File: config.mk
export PLATFORM = sky130hd
export DESIGN_NAME = dadda_mac_pipe
export DESIGN_NICKNAME = d
export VERILOG_FILES = /design/src/rtl/mac_pkg.sv /design/src/rtl/dadda_reduce.sv /design/src/rtl/dadda_mac_pipe.sv
export SDC_FILE = /design/constraint.sdc
export NUM_CORES = 1
export LEC_CHECK = 0
export BUFFER_PORTS_ARGS = -buffer_cell sky130_fd_sc_hd__buf_2
export CAP_MARGIN = 20
export CORE_AREA = 2 2 128 130
export CTS_BUF_LIST = sky130_fd_sc_hd__clkbuf_8
export DETAILED_ROUTE_END_ITERATION = 6
export DIE_AREA = 0 0 130 132
export PLACE_DENSITY = 0.75
export SYNTH_ARGS = -nofsm -noshare
export SYNTH_HDL_FRONTEND = slang
export SYNTH_SLANG_ARGS = --single-unit
File: constraint.sdc
create_clock -name clk -period 8.9 [get_ports clk]
set_clock_uncertainty 0.05 [all_clocks]
set_input_delay 0.445 -clock clk [delete_from_list [all_inputs] [get_ports clk]]
set_output_delay 0.445 -clock clk [all_outputs]
set_load 0.02 [all_outputs]
File: src/rtl/mac_pkg.sv
// Shared constants, payload type and elaboration-time helpers for the Dadda MAC pipeline.
package mac_pkg;

  localparam int PIPE_STAGES = 3;

  // Control bits that travel alongside each beat through the pipeline.
  typedef struct packed {
    logic valid;
    logic isSigned;
    logic clear;
    logic last;
  } stageCtrl_t;

  // n-th Dadda target height: 2, 3, 4, 6, 9, 13, ...
  function automatic int dadda_heights(input int n);
    int d;
    d = 2;
    for (int j = 1; j < n; j++) begin
      d = (d * 3) / 2;
    end
    return d;
  endfunction

  // Number of reduction passes needed for a matrix whose tallest column is maxHeight.
  function automatic int dadda_stages(input int maxHeight);
    int cnt;
    cnt = 0;
    for (int j = 1; j < 32; j++) begin
      if (dadda_heights(j) < maxHeight) cnt++;
    end
    return cnt;
  endfunction

  // Ceiling log2, valid for value >= 1.
  function automatic int clog2(input int value);
    int r;
    r = 0;
    for (int j = 0; j < 31; j++) begin
      if ((1 << r) < value) r++;
    end
    return r;
  endfunction

endpackage

File: src/rtl/dadda_reduce.sv
// Combinational Dadda tree: squeezes the partial-product matrix down to two rows.
// Row r of pp_i holds bits that land in columns r..r+WIDTH-1; corr_i is the
// Baugh-Wooley correction bit injected at columns WIDTH and 2*WIDTH-1.
module dadda_reduce
  import mac_pkg::*;
#(
  parameter int WIDTH = 8
) (
  input  logic [WIDTH-1:0][WIDTH-1:0] pp_i,
  input  logic                        corr_i,
  output logic [2*WIDTH-1:0]          sum_o,
  output logic [2*WIDTH-1:0]          carry_o
);

  localparam int COLS    = 2 * WIDTH;
  localparam int ROWS    = WIDTH + 1;
  localparam int NSTAGES = dadda_stages(WIDTH);

  // Each pass walks columns LSB first and applies just enough full/half adders that the column, including carries arriving from its right neighbour, fits the next target height.
  always_comb begin : reduceTree
    logic [ROWS-1:0] curBits [COLS];
    logic [ROWS-1:0] nxtBits [COLS];
    int curCnt [COLS];
    int nxtCnt [COLS];
    int used;
    int remaining;
    int excess;
    int target;
    logic x;
    logic y;
    logic z;

    used      = 0;
    remaining = 0;
    excess    = 0;
    target    = 0;
    x         = 1'b0;
    y         = 1'b0;
    z         = 1'b0;
    sum_o     = '0;
    carry_o   = '0;
    for (int c = 0; c < COLS; c++) begin
      curBits[c] = '0;
      nxtBits[c] = '0;
      curCnt[c]  = 0;
      nxtCnt[c]  = 0;
    end

    for (int r = 0; r < WIDTH; r++) begin
      for (int k = 0; k < WIDTH; k++) begin
        curBits[r+k][curCnt[r+k]] = pp_i[r][k];
        curCnt[r+k] = curCnt[r+k] + 1;
      end
    end
    curBits[WIDTH][curCnt[WIDTH]] = corr_i;
    curCnt[WIDTH] = curCnt[WIDTH] + 1;
    curBits[COLS-1][curCnt[COLS-1]] = corr_i;
    curCnt[COLS-1] = curCnt[COLS-1] + 1;

    for (int s = NSTAGES; s >= 1; s--) begin
      target = dadda_heights(s);
      for (int c = 0; c < COLS; c++) begin
        nxtBits[c] = '0;
        nxtCnt[c]  = 0;
      end
      for (int c = 0; c < COLS; c++) begin
        used = 0;
        for (int k = 0; k < ROWS; k++) begin
          remaining = curCnt[c] - used;
          excess    = remaining + nxtCnt[c] - target;
          if (excess >= 2 && remaining >= 3) begin
            x = curBits[c][used];
            y = curBits[c][used+1];
            z = curBits[c][used+2];
            nxtBits[c][nxtCnt[c]] = x ^ y ^ z;
            nxtCnt[c] = nxtCnt[c] + 1;
            if (c + 1 < COLS) begin
              nxtBits[c+1][nxtCnt[c+1]] = (x & y) | (x & z) | (y & z);
              nxtCnt[c+1] = nxtCnt[c+1] + 1;
            end
            used = used + 3;
          end else if (excess >= 1 && remaining >= 2) begin
            x = curBits[c][used];
            y = curBits[c][used+1];
            nxtBits[c][nxtCnt[c]] = x ^ y;
            nxtCnt[c] = nxtCnt[c] + 1;
            if (c + 1 < COLS) begin
              nxtBits[c+1][nxtCnt[c+1]] = x & y;
              nxtCnt[c+1] = nxtCnt[c+1] + 1;
            end
            used = used + 2;
          end
        end
        for (int k = 0; k < ROWS; k++) begin
          if (k >= used && k < curCnt[c]) begin
            nxtBits[c][nxtCnt[c]] = curBits[c][k];
            nxtCnt[c] = nxtCnt[c] + 1;
          end
        end
      end
      curBits = nxtBits;
      curCnt  = nxtCnt;
    end

    for (int c = 0; c < COLS; c++) begin
      sum_o[c]   = curBits[c][0];
      carry_o[c] = curBits[c][1];
    end
  end

endmodule

File: src/rtl/dadda_mac_pipe.sv
// Three-stage pipelined multiply-accumulate with Dadda tree, per-beat signed/unsigned
// mode, saturating accumulator and sequence framing. The whole pipe stalls as one
// while a finished result waits for downstream.
module dadda_mac_pipe
  import mac_pkg::*;
#(
  parameter int WIDTH     = 8,
  parameter int ACC_WIDTH = 24
) (
  input  logic                 clk,
  input  logic                 rst_n,
  input  logic                 in_valid,
  output logic                 in_ready,
  input  logic [WIDTH-1:0]     a,
  input  logic [WIDTH-1:0]     b,
  input  logic                 is_signed,
  input  logic                 acc_clear,
  input  logic                 acc_last,
  output logic                 out_valid,
  input  logic                 out_ready,
  output logic [ACC_WIDTH-1:0] out_acc,
  output logic                 out_overflow
);

  localparam int PW = 2 * WIDTH;

  logic                        advance;
  stageCtrl_t                  stage1_q;
  stageCtrl_t                  stage2_q;
  stageCtrl_t                  stage3_q;
  logic [WIDTH-1:0]            opA_q;
  logic [WIDTH-1:0]            opB_q;
  logic [WIDTH-1:0][WIDTH-1:0] ppRows;
  logic                        ppCorr;
  logic [PW-1:0]               treeSum;
  logic [PW-1:0]               treeCarry;
  logic [PW-1:0]               sum_q;
  logic [PW-1:0]               carry_q;
  logic [PW-1:0]               product_q;
  logic [ACC_WIDTH-1:0]        extProduct;
  logic [ACC_WIDTH-1:0]        accBase;
  logic [ACC_WIDTH-1:0]        clampValue;
  logic [ACC_WIDTH-1:0]        accNext;
  logic [ACC_WIDTH:0]          rawSum;
  logic                        beatOverflow;
  logic                        stickyNext;
  logic [ACC_WIDTH-1:0]        acc_q;
  logic [ACC_WIDTH-1:0]        acc_d;
  logic                        sticky_q;
  logic                        sticky_d;
  logic                        outValid_q;
  logic                        outValid_d;
  logic [ACC_WIDTH-1:0]        outAcc_q;
  logic [ACC_WIDTH-1:0]        outAcc_d;
  logic                        outOverflow_q;
  logic                        outOverflow_d;

  // The only backpressure source is an unconsumed result, so every stage shares one enable.
  always_comb begin
    advance  = !(outValid_q && !out_ready);
    in_ready = advance;
  end

  // Stage 1: capture operands and beat framing; bubbles travel as valid=0.
  always_ff @(posedge clk or negedge rst_n) begin
    if (!rst_n) begin
      stage1_q <= '0;
      opA_q    <= '0;
      opB_q    <= '0;
    end else if (advance) begin
      stage1_q.valid    <= in_valid;
      stage1_q.isSigned <= is_signed;
      stage1_q.clear    <= acc_clear;
      stage1_q.last     <= acc_last;
      opA_q             <= a;
      opB_q             <= b;
    end
  end

  // Partial products: row j is a & b[j]; in signed mode the terms pairing exactly one sign bit are inverted (Baugh-Wooley) and the correction bit is enabled.
  always_comb begin
    ppRows = '0;
    for (int j = 0; j < WIDTH; j++) begin
      for (int i = 0; i < WIDTH; i++) begin
        ppRows[j][i] = (opA_q[i] & opB_q[j]) ^
                       (stage1_q.isSigned & ((i == WIDTH - 1) ^ (j == WIDTH - 1)));
      end
    end
    ppCorr = stage1_q.isSigned;
  end

  dadda_reduce #(
    .WIDTH (WIDTH)
  ) u_reduce (
    .pp_i    (ppRows),
    .corr_i  (ppCorr),
    .sum_o   (treeSum),
    .carry_o (treeCarry)
  );

  // Stage 2 holds the two reduced rows; stage 3 holds the carry-propagated product.
  always_ff @(posedge clk or negedge rst_n) begin
    if (!rst_n) begin
      stage2_q  <= '0;
      stage3_q  <= '0;
      sum_q     <= '0;
      carry_q   <= '0;
      product_q <= '0;
    end else if (advance) begin
      stage2_q  <= stage1_q;
      sum_q     <= treeSum;
      carry_q   <= treeCarry;
      stage3_q  <= stage2_q;
      product_q <= sum_q + carry_q;
    end
  end

  // Extend the product by its own beat mode, add to the (optionally cleared) accumulator and clamp on overflow; a last beat also publishes the result.
  always_comb begin
    extProduct = stage3_q.isSigned ? {{(ACC_WIDTH-PW){product_q[PW-1]}}, product_q}
                                   : {{(ACC_WIDTH-PW){1'b0}}, product_q};
    accBase    = stage3_q.clear ? '0 : acc_q;
    rawSum     = {1'b0, accBase} + {1'b0, extProduct};
    if (stage3_q.isSigned) begin
      beatOverflow = (accBase[ACC_WIDTH-1] == extProduct[ACC_WIDTH-1]) &&
                     (rawSum[ACC_WIDTH-1] != accBase[ACC_WIDTH-1]);
      clampValue   = accBase[ACC_WIDTH-1] ? {1'b1, {(ACC_WIDTH-1){1'b0}}}
                                          : {1'b0, {(ACC_WIDTH-1){1'b1}}};
    end else begin
      beatOverflow = rawSum[ACC_WIDTH];
      clampValue   = '1;
    end
    accNext    = beatOverflow ? clampValue : rawSum[ACC_WIDTH-1:0];
    stickyNext = (stage3_q.clear ? 1'b0 : sticky_q) | beatOverflow;

    acc_d         = acc_q;
    sticky_d      = sticky_q;
    outValid_d    = outValid_q;
    outAcc_d      = outAcc_q;
    outOverflow_d = outOverflow_q;

    if (advance && stage3_q.valid) begin
      acc_d    = accNext;
      sticky_d = stickyNext;
    end
    if (advance && stage3_q.valid && stage3_q.last) begin
      outValid_d    = 1'b1;
      outAcc_d      = accNext;
      outOverflow_d = stickyNext;
    end else if (out_ready) begin
      outValid_d = 1'b0;
    end
  end

  // Accumulator, sticky overflow and output holding registers.
  always_ff @(posedge clk or negedge rst_n) begin
    if (!rst_n) begin
      acc_q         <= '0;
      sticky_q      <= 1'b0;
      outValid_q    <= 1'b0;
      outAcc_q      <= '0;
      outOverflow_q <= 1'b0;
    end else begin
      acc_q         <= acc_d;
      sticky_q      <= sticky_d;
      outValid_q    <= outValid_d;
      outAcc_q      <= outAcc_d;
      outOverflow_q <= outOverflow_d;
    end
  end

  assign out_valid    = outValid_q;
  assign out_acc      = outAcc_q;
  assign out_overflow = outOverflow_q;

endmodule

; Word level (Yosys, flattened, before mapping)
; Index checks and enable logic that the tools add are counted.
[word_totals]
register_bits = 125
out_inout_bits = 27
[classes]
add_sub_neg = 2
n_eq_ne = 2
n_mux = 9
bitwise = 343
n_reduce_logical = 7
[op_table]
columns = operator, count
row1 = $and A1 B1 Y1, 178
row2 = $mux W24, 5
row3 = $xor A1 B1 Y1, 92
row4 = $or A1 B1 Y1, 73
row5 = $add A24 B24 Y25, 1
row6 = $add A16 B15 Y16, 1
row7 = $logic_and A1 B1 Y1, 4
row8 = $mux W1, 4
row9 = $logic_not A1 Y1, 2
row10 = $reduce_bool A2 Y1, 1
row11 = $eq A1 B1 Y1, 1
row12 = $ne A1 B1 Y1, 1

; Depth between registers and ports, before layout
[logic_depth]
depth_word = 14
mapped_depth = 13

; Modules after synthesis
; A second synthesis with hierarchy kept.
[unflattened]
cells_unflattened = 996
area_unflattened_um2 = 8451.9
[modules_own_cells]
columns = mod, instances, cells_per_inst, area_per_inst_um2, seq_area_each_um2
row1 = dadda_mac_pipe, 1, 878, 7340.8, 3178.0
row2 = dadda_reduce, 1, 118, 1111.1, 0.0

; Worst setup path after synthesis
; No wires, ideal clock.
[synth_path]
path_type = register -> register
start = reg stage1_q (netlist bit ppCorr)
end = reg carry_q[7]
setup_ns = 0.065
t_arrival_ns = 3.351
t_required_ns = 8.785
setup_slack_ns = 5.434
path_stages_with_launch = 12
path_buffers = 2
cell_sequence = dfrtp_1 clkbuf_1 buf_1 xnor2_1 fa_1 fa_1 inv_1 fa_1 inv_1 fa_1 nand2_1 nand2_1
[synth_via]
elab_chain_cells = 8
elab_cells_between_ends = 10
cone_classes = bitwise: 10
[synth_rtl]
columns = item, line
row1 = "start, declared", dadda_mac_pipe.sv:28  ; stageCtrl_t stage1_q;
row2 = $xor A1 B1 Y1, dadda_mac_pipe.sv:85  ; ppRows[j][i] = (opA_q[i] & opB_q[j]) ^
row3 = $xor A1 B1 Y1 (2 in a row), dadda_reduce.sv:75  ; nxtBits[c][nxtCnt[c]] = x ^ y ^ z;
row4 = $xor A1 B1 Y1, n/a
row5 = $xor A1 B1 Y1 (3 in a row), dadda_reduce.sv:75
row6 = $xor A1 B1 Y1 *, dadda_reduce.sv:75
row7 = named net treeCarry[7], dadda_mac_pipe.sv:36  ; logic [PW-1:0] treeCarry;
row8 = "end signal, assigned", dadda_mac_pipe.sv:112  ; carry_q <= treeCarry;
row9 = "end, declared", dadda_mac_pipe.sv:38  ; logic [PW-1:0] carry_q;
; The timed path passes the listed nets; every way through them passes the cells marked *.
; A chain may end at the register's enable or synchronous reset.

; Worst setup path in the final report
[layout_path]
start = reg stage3_q[1] in the netlist's numbering
end = reg acc_q[23]
[layout_via]
elab_chain_cells = 6
elab_cells_between_ends = 9
cone_classes = add/sub: 1 / eq/ne: 2 / mux: 5 / reduce/logical: 1
[layout_rtl]
columns = item, line
row1 = "start, declared", dadda_mac_pipe.sv:30  ; stageCtrl_t stage3_q;
row2 = "start signal, assigned", dadda_mac_pipe.sv:113  ; stage3_q <= stage2_q;
row3 = $mux W24 *, dadda_mac_pipe.sv:122  ; accBase = stage3_q.clear ? '0 : acc_q;
row4 = $add A24 B24 Y25, dadda_mac_pipe.sv:123  ; rawSum = {1'b0, accBase} + {1'b0, extProduct};
row5 = $ne A1 B1 Y1, dadda_mac_pipe.sv:126  ; (rawSum[ACC_WIDTH-1] != accBase[ACC_WIDTH-1]);
row6 = $logic_and A1 B1 Y1, dadda_mac_pipe.sv:125  ; beatOverflow = (accBase[ACC_WIDTH-1] == extProduct[ACC_WIDTH-1]) &&
row7 = $mux W1, dadda_mac_pipe.sv:124  ; if (stage3_q.isSigned) begin
row8 = $mux W24 *, dadda_mac_pipe.sv:133  ; accNext = beatOverflow ? clampValue : rawSum[ACC_WIDTH-1:0];
row9 = "end signal, assigned", dadda_mac_pipe.sv:158  ; acc_q <= '0;
row10 = "end signal, assigned", dadda_mac_pipe.sv:164  ; acc_q <= acc_d;
row11 = "end, declared", dadda_mac_pipe.sv:47  ; logic [ACC_WIDTH-1:0] acc_q;
; Mark *: on every way between the ends. The rest lies on a longest branch, timed or not.

==> summary.txt <==
Outcome
  • Status: complete, no violations

Placement
  • Post-DP HPWL: 12.7 mm
  • Port Buf Inserts: 49
  • Routability Congestion: 0.920

STA
  • Slew at the pin closest to its max-slew limit: 943 ps
  • Final critical-path share of the clock period: between 40% and 50%
  • Post-route minimum period: slightly above 4000 ps
  • Max frequency: 249 MHz
  • Final Max Tran Viols: 0
  • Setup tns final: 0 ps
  • Hold Vio Cnt, Final: 0
  • Final setup viols: 0
  • RSZ-0062 raised after global routing: false
  • Slew HR: between 30 and 40%

Synth
  • Most used DFF post-synth: dfrtp_1
  • Post-synth ARST share: 100%
  • Netlist cell types: 74
  • Area leader, netlist: dfrtp_1
  • Synth warn: 0
  • Sequential fraction of the synthesis area: a little over a third
  • Post-synth EDFFs: 0
  • Syn Nets: 1069
  • Mean Syn Cell Area: 8.78 µm²
  • Netlist Area Pre-Place: 8470 µm²
  • Area share of the largest cell type after synthesis: 36.6%
  • Most area-consuming cells after synthesis: dfrtp_1 (37%), nand2_1 (9.6%), fa_1 (8.7%)
  • FF+latch count, synth: about 120
  • Cells after Synth: 965

Drt
  • Routed Antenna Nets: 0
  • Pre-antenna DRT Iters: 7
  • Vias per cell: roughly 5.4
  • Per-cell routed wire length: ~15 µm
  • DRT Wirelength: 18.0 mm
  • Starting DRT DRC Count: 423
  • Drt drc: 0
  • Vias after detailed routing: around 6600

GRT
  • Met2 usage: 37.3%
  • Initial antenna violation count: 0
  • First-pass GRT wire length: 30.9 mm
  • Busiest grt layer: met2
  • Met3 Use GR: 4.22%
  • Met1 GRT Util: 29.1%
  • Global router's overall resource usage: 22.4%
  • GRT overflow: 0
  • Number of global-route vias before repair: 6525
  • Largest net degree at the start of global routing: 92

Clock network
  • H-tree depth: 4
  • Clk_lat worst skew: approximately 460 ps
  • Root buffer cell: clkbuf_8
  • CTS resizes: 0
  • CTS tree: yes
  • CTS Sinks: 124
  • Clk slew on worst S/H paths: about 80 ps
  • Maximum root-to-sink buffer count: 2
  • TritonCTS buffer count: 17

Critical path
  • Worst Path Arrival: approximately 4300 ps
  • Critical Path Max Stage Delay: approximately 730 ps
  • R2R setup slack: 4880 ps
  • Delay-heaviest family, CP: compound AO/OA/AOI/OAI gates
  • Register-to-Register Path Depth: 13
  • R2r endpoint: acc_q[23]
  • Worst r2r src: stage3_q[1]
  • WP data required: roughly 9200 ps
  • Crit-path cells: nor2b_1, ha_1, inv_1, fa_1, nor2b_1, o31ai_1, a21oi_2, o21ai_1, a31oi_2, o31ai_4, buf_4, o211a_1, o21ai_0
  • Cell at the slowest stage of the critical path: dfrtp_1
  • Most frequent cell on the critical path: nor2b_1
  • Crit. End Element: flip-flop
  • Crit path max fanout: 27
  • Startpoint Class: flip-flop
  • Setup CP Type: flip-flop to flip-flop
  • Crit path buffers/inverters: 2

Final layout
  • Fill count: 1381
  • P&R area growth vs syn: 9.58%
  • Multi-input gate area: 4970 µm²
  • Diode count: 0
  • Reg area: 3100 µm²
  • Proportion of layout cells with a drive suffix above 1: between 10 and 15%
  • Nets: 1096

Floorplan
  • Core footprint: 15700 µm²
  • Die area: 17200 µm²
  • Starting density of the core: 53.9%
  • Die height: 132 µm
  • Chip width: around 130 µm
  • Site Rows: 46
  • Ports: 50

Worst hold path
  • Hold_sp: b[2]
  • Hold EP: opB_q[2]
  • Hold/Removal Path Class: primary input to flip-flop
  • WHS Path Cells: 3

Flow run
  • Maxcap violations: 0
-- cells in the final DEF (no fill, tap or decap), drive strengths merged, types with 35 or more instances in the layout --
| cell | instances |
|---|---|
| nand2 | 217 |
| dfrtp | 124 |
| nor2 | 76 |
| a21oi | 76 |
| buf | 56 |
| inv | 53 |
| o21ai | 46 |
| ha | 44 |
| fa | 37 |
| and2 | 35 |
-- layout make-up --
| cell class | instances | share of cell area [%] |
|---|---|---|
| clock inverters | 12 | 1.58 |
| well taps | 216 | 2.91 |
| inverters | 51 | 2.06 |
| repair buffers | 57 | 3.72 |
| clock buffers | 19 | 2.82 |
| flip-flops and latches | 124 | 33.4 |
| multi-input cells | 741 | 53.5 |
-- how the worst max path moves through the flow --
stage	cells after the start	to	from
2_1_floorplan	11	carry_q[7]	ppCorr
3_3_place_gp	13	acc_q[16]	stage3_q[1]
3_5_place_dp	13	acc_q[16]	stage3_q[1]
4_1_cts	13	acc_q[23]	stage3_q[1]
5_1_grt	13	acc_q[16]	stage3_q[1]
6_report	13	acc_q[23]	stage3_q[1]
-- cell families (layout without fill, tap and decap cells) --
| group | count (synthesis) | count (layout) | synth area share, % |
|---|---|---|---|
| AO/OA/AOI/OAI | 205 | 205 | 16.7 |
| XOR/XNOR | 40 | 40 | 4.14 |
| adder cells (fa/ha/maj) | 81 | 81 | 15.2 |
| buffers and inverters | 100 | 139 | 4.95 |
| flip-flops | 124 | 124 | 36.6 |
| multiplexers | 4 | 4 | 0.546 |
| AND/OR/NAND/NOR | 411 | 411 | 21.8 |
-- repair_timing --
action / 4_1_cts / 5_1_grt
hold buffers: 1 / 0
hold endpoints to repair: 39 / 0
setup endpoints to repair: 0 / 0
setup buffers: 0 / 0
-- cells in the mapped netlist, types with 4 or more instances --
cell type / number
o31ai_1: 6
xnor2_1: 25
nand2_1: 217
o21ai_1: 6
a21oi_1: 71
nor3_1: 8
and3_1: 5
fa_1: 37
nor2_1: 72
buf_2: 8
nand2b_1: 4
nand3_1: 15
nor2b_1: 33
clkbuf_1: 34
o211ai_1: 8
and2_1: 35
o21ai_0: 28
xor2_1: 15
inv_1: 51
a21o_1: 13
o21ai_2: 12
dfrtp_1: 124
a31oi_1: 7
o21a_1: 11
nand4_1: 5
ha_1: 44
a21oi_2: 4
-- worst reg2reg max path: cells and delay by family (launching register included) --
kind | cells | cell delay [ps]
AO/OA/AOI/OAI | 7 | 1740
adder cells (fa/ha/maj) | 2 | 620
buffers and inverters | 2 | 350
flip-flops | 1 | 730
AND/OR/NAND/NOR | 2 | 450
-- sequential cells by signal, summed over array words and instances (netlist names) --
register and flops:
acc_q 24, out_acc 24, product_q 16, sum_q 16, carry_q 14, opA_q 8
opB_q 8, stage3_q 4, stage1_q 3, stage2_q 3, out_overflow 1, out_valid 1
ppCorr 1, sticky_q 1
-- through the flow --
stage               hold WS, ps  setup slack, ps  cell area [µm²]  cells  util (%)
floorplan                  99.4             5430             8470    965         -
global placement            400             5020             8810   1185      56.1
global route                117             4460             9280   1220      59.1
CTS                         112             4920             9230   1217      58.7
detailed placement          405             4940             8810   1185      56.1
finish                      125             4880             9280   1220      59.1
-- routing by layer --
metal | wire, µm | part of all wire [%]
met1 | 8070 | 45
met2 | 8970 | 50
met3 | 636 | 3.5
met4 | 311 | 1.7
met5 | 0 | 0
Power is left out: the tool's default activity adds up to more than one toggle a clock period on the data nets, which glitch-free logic cannot reach.
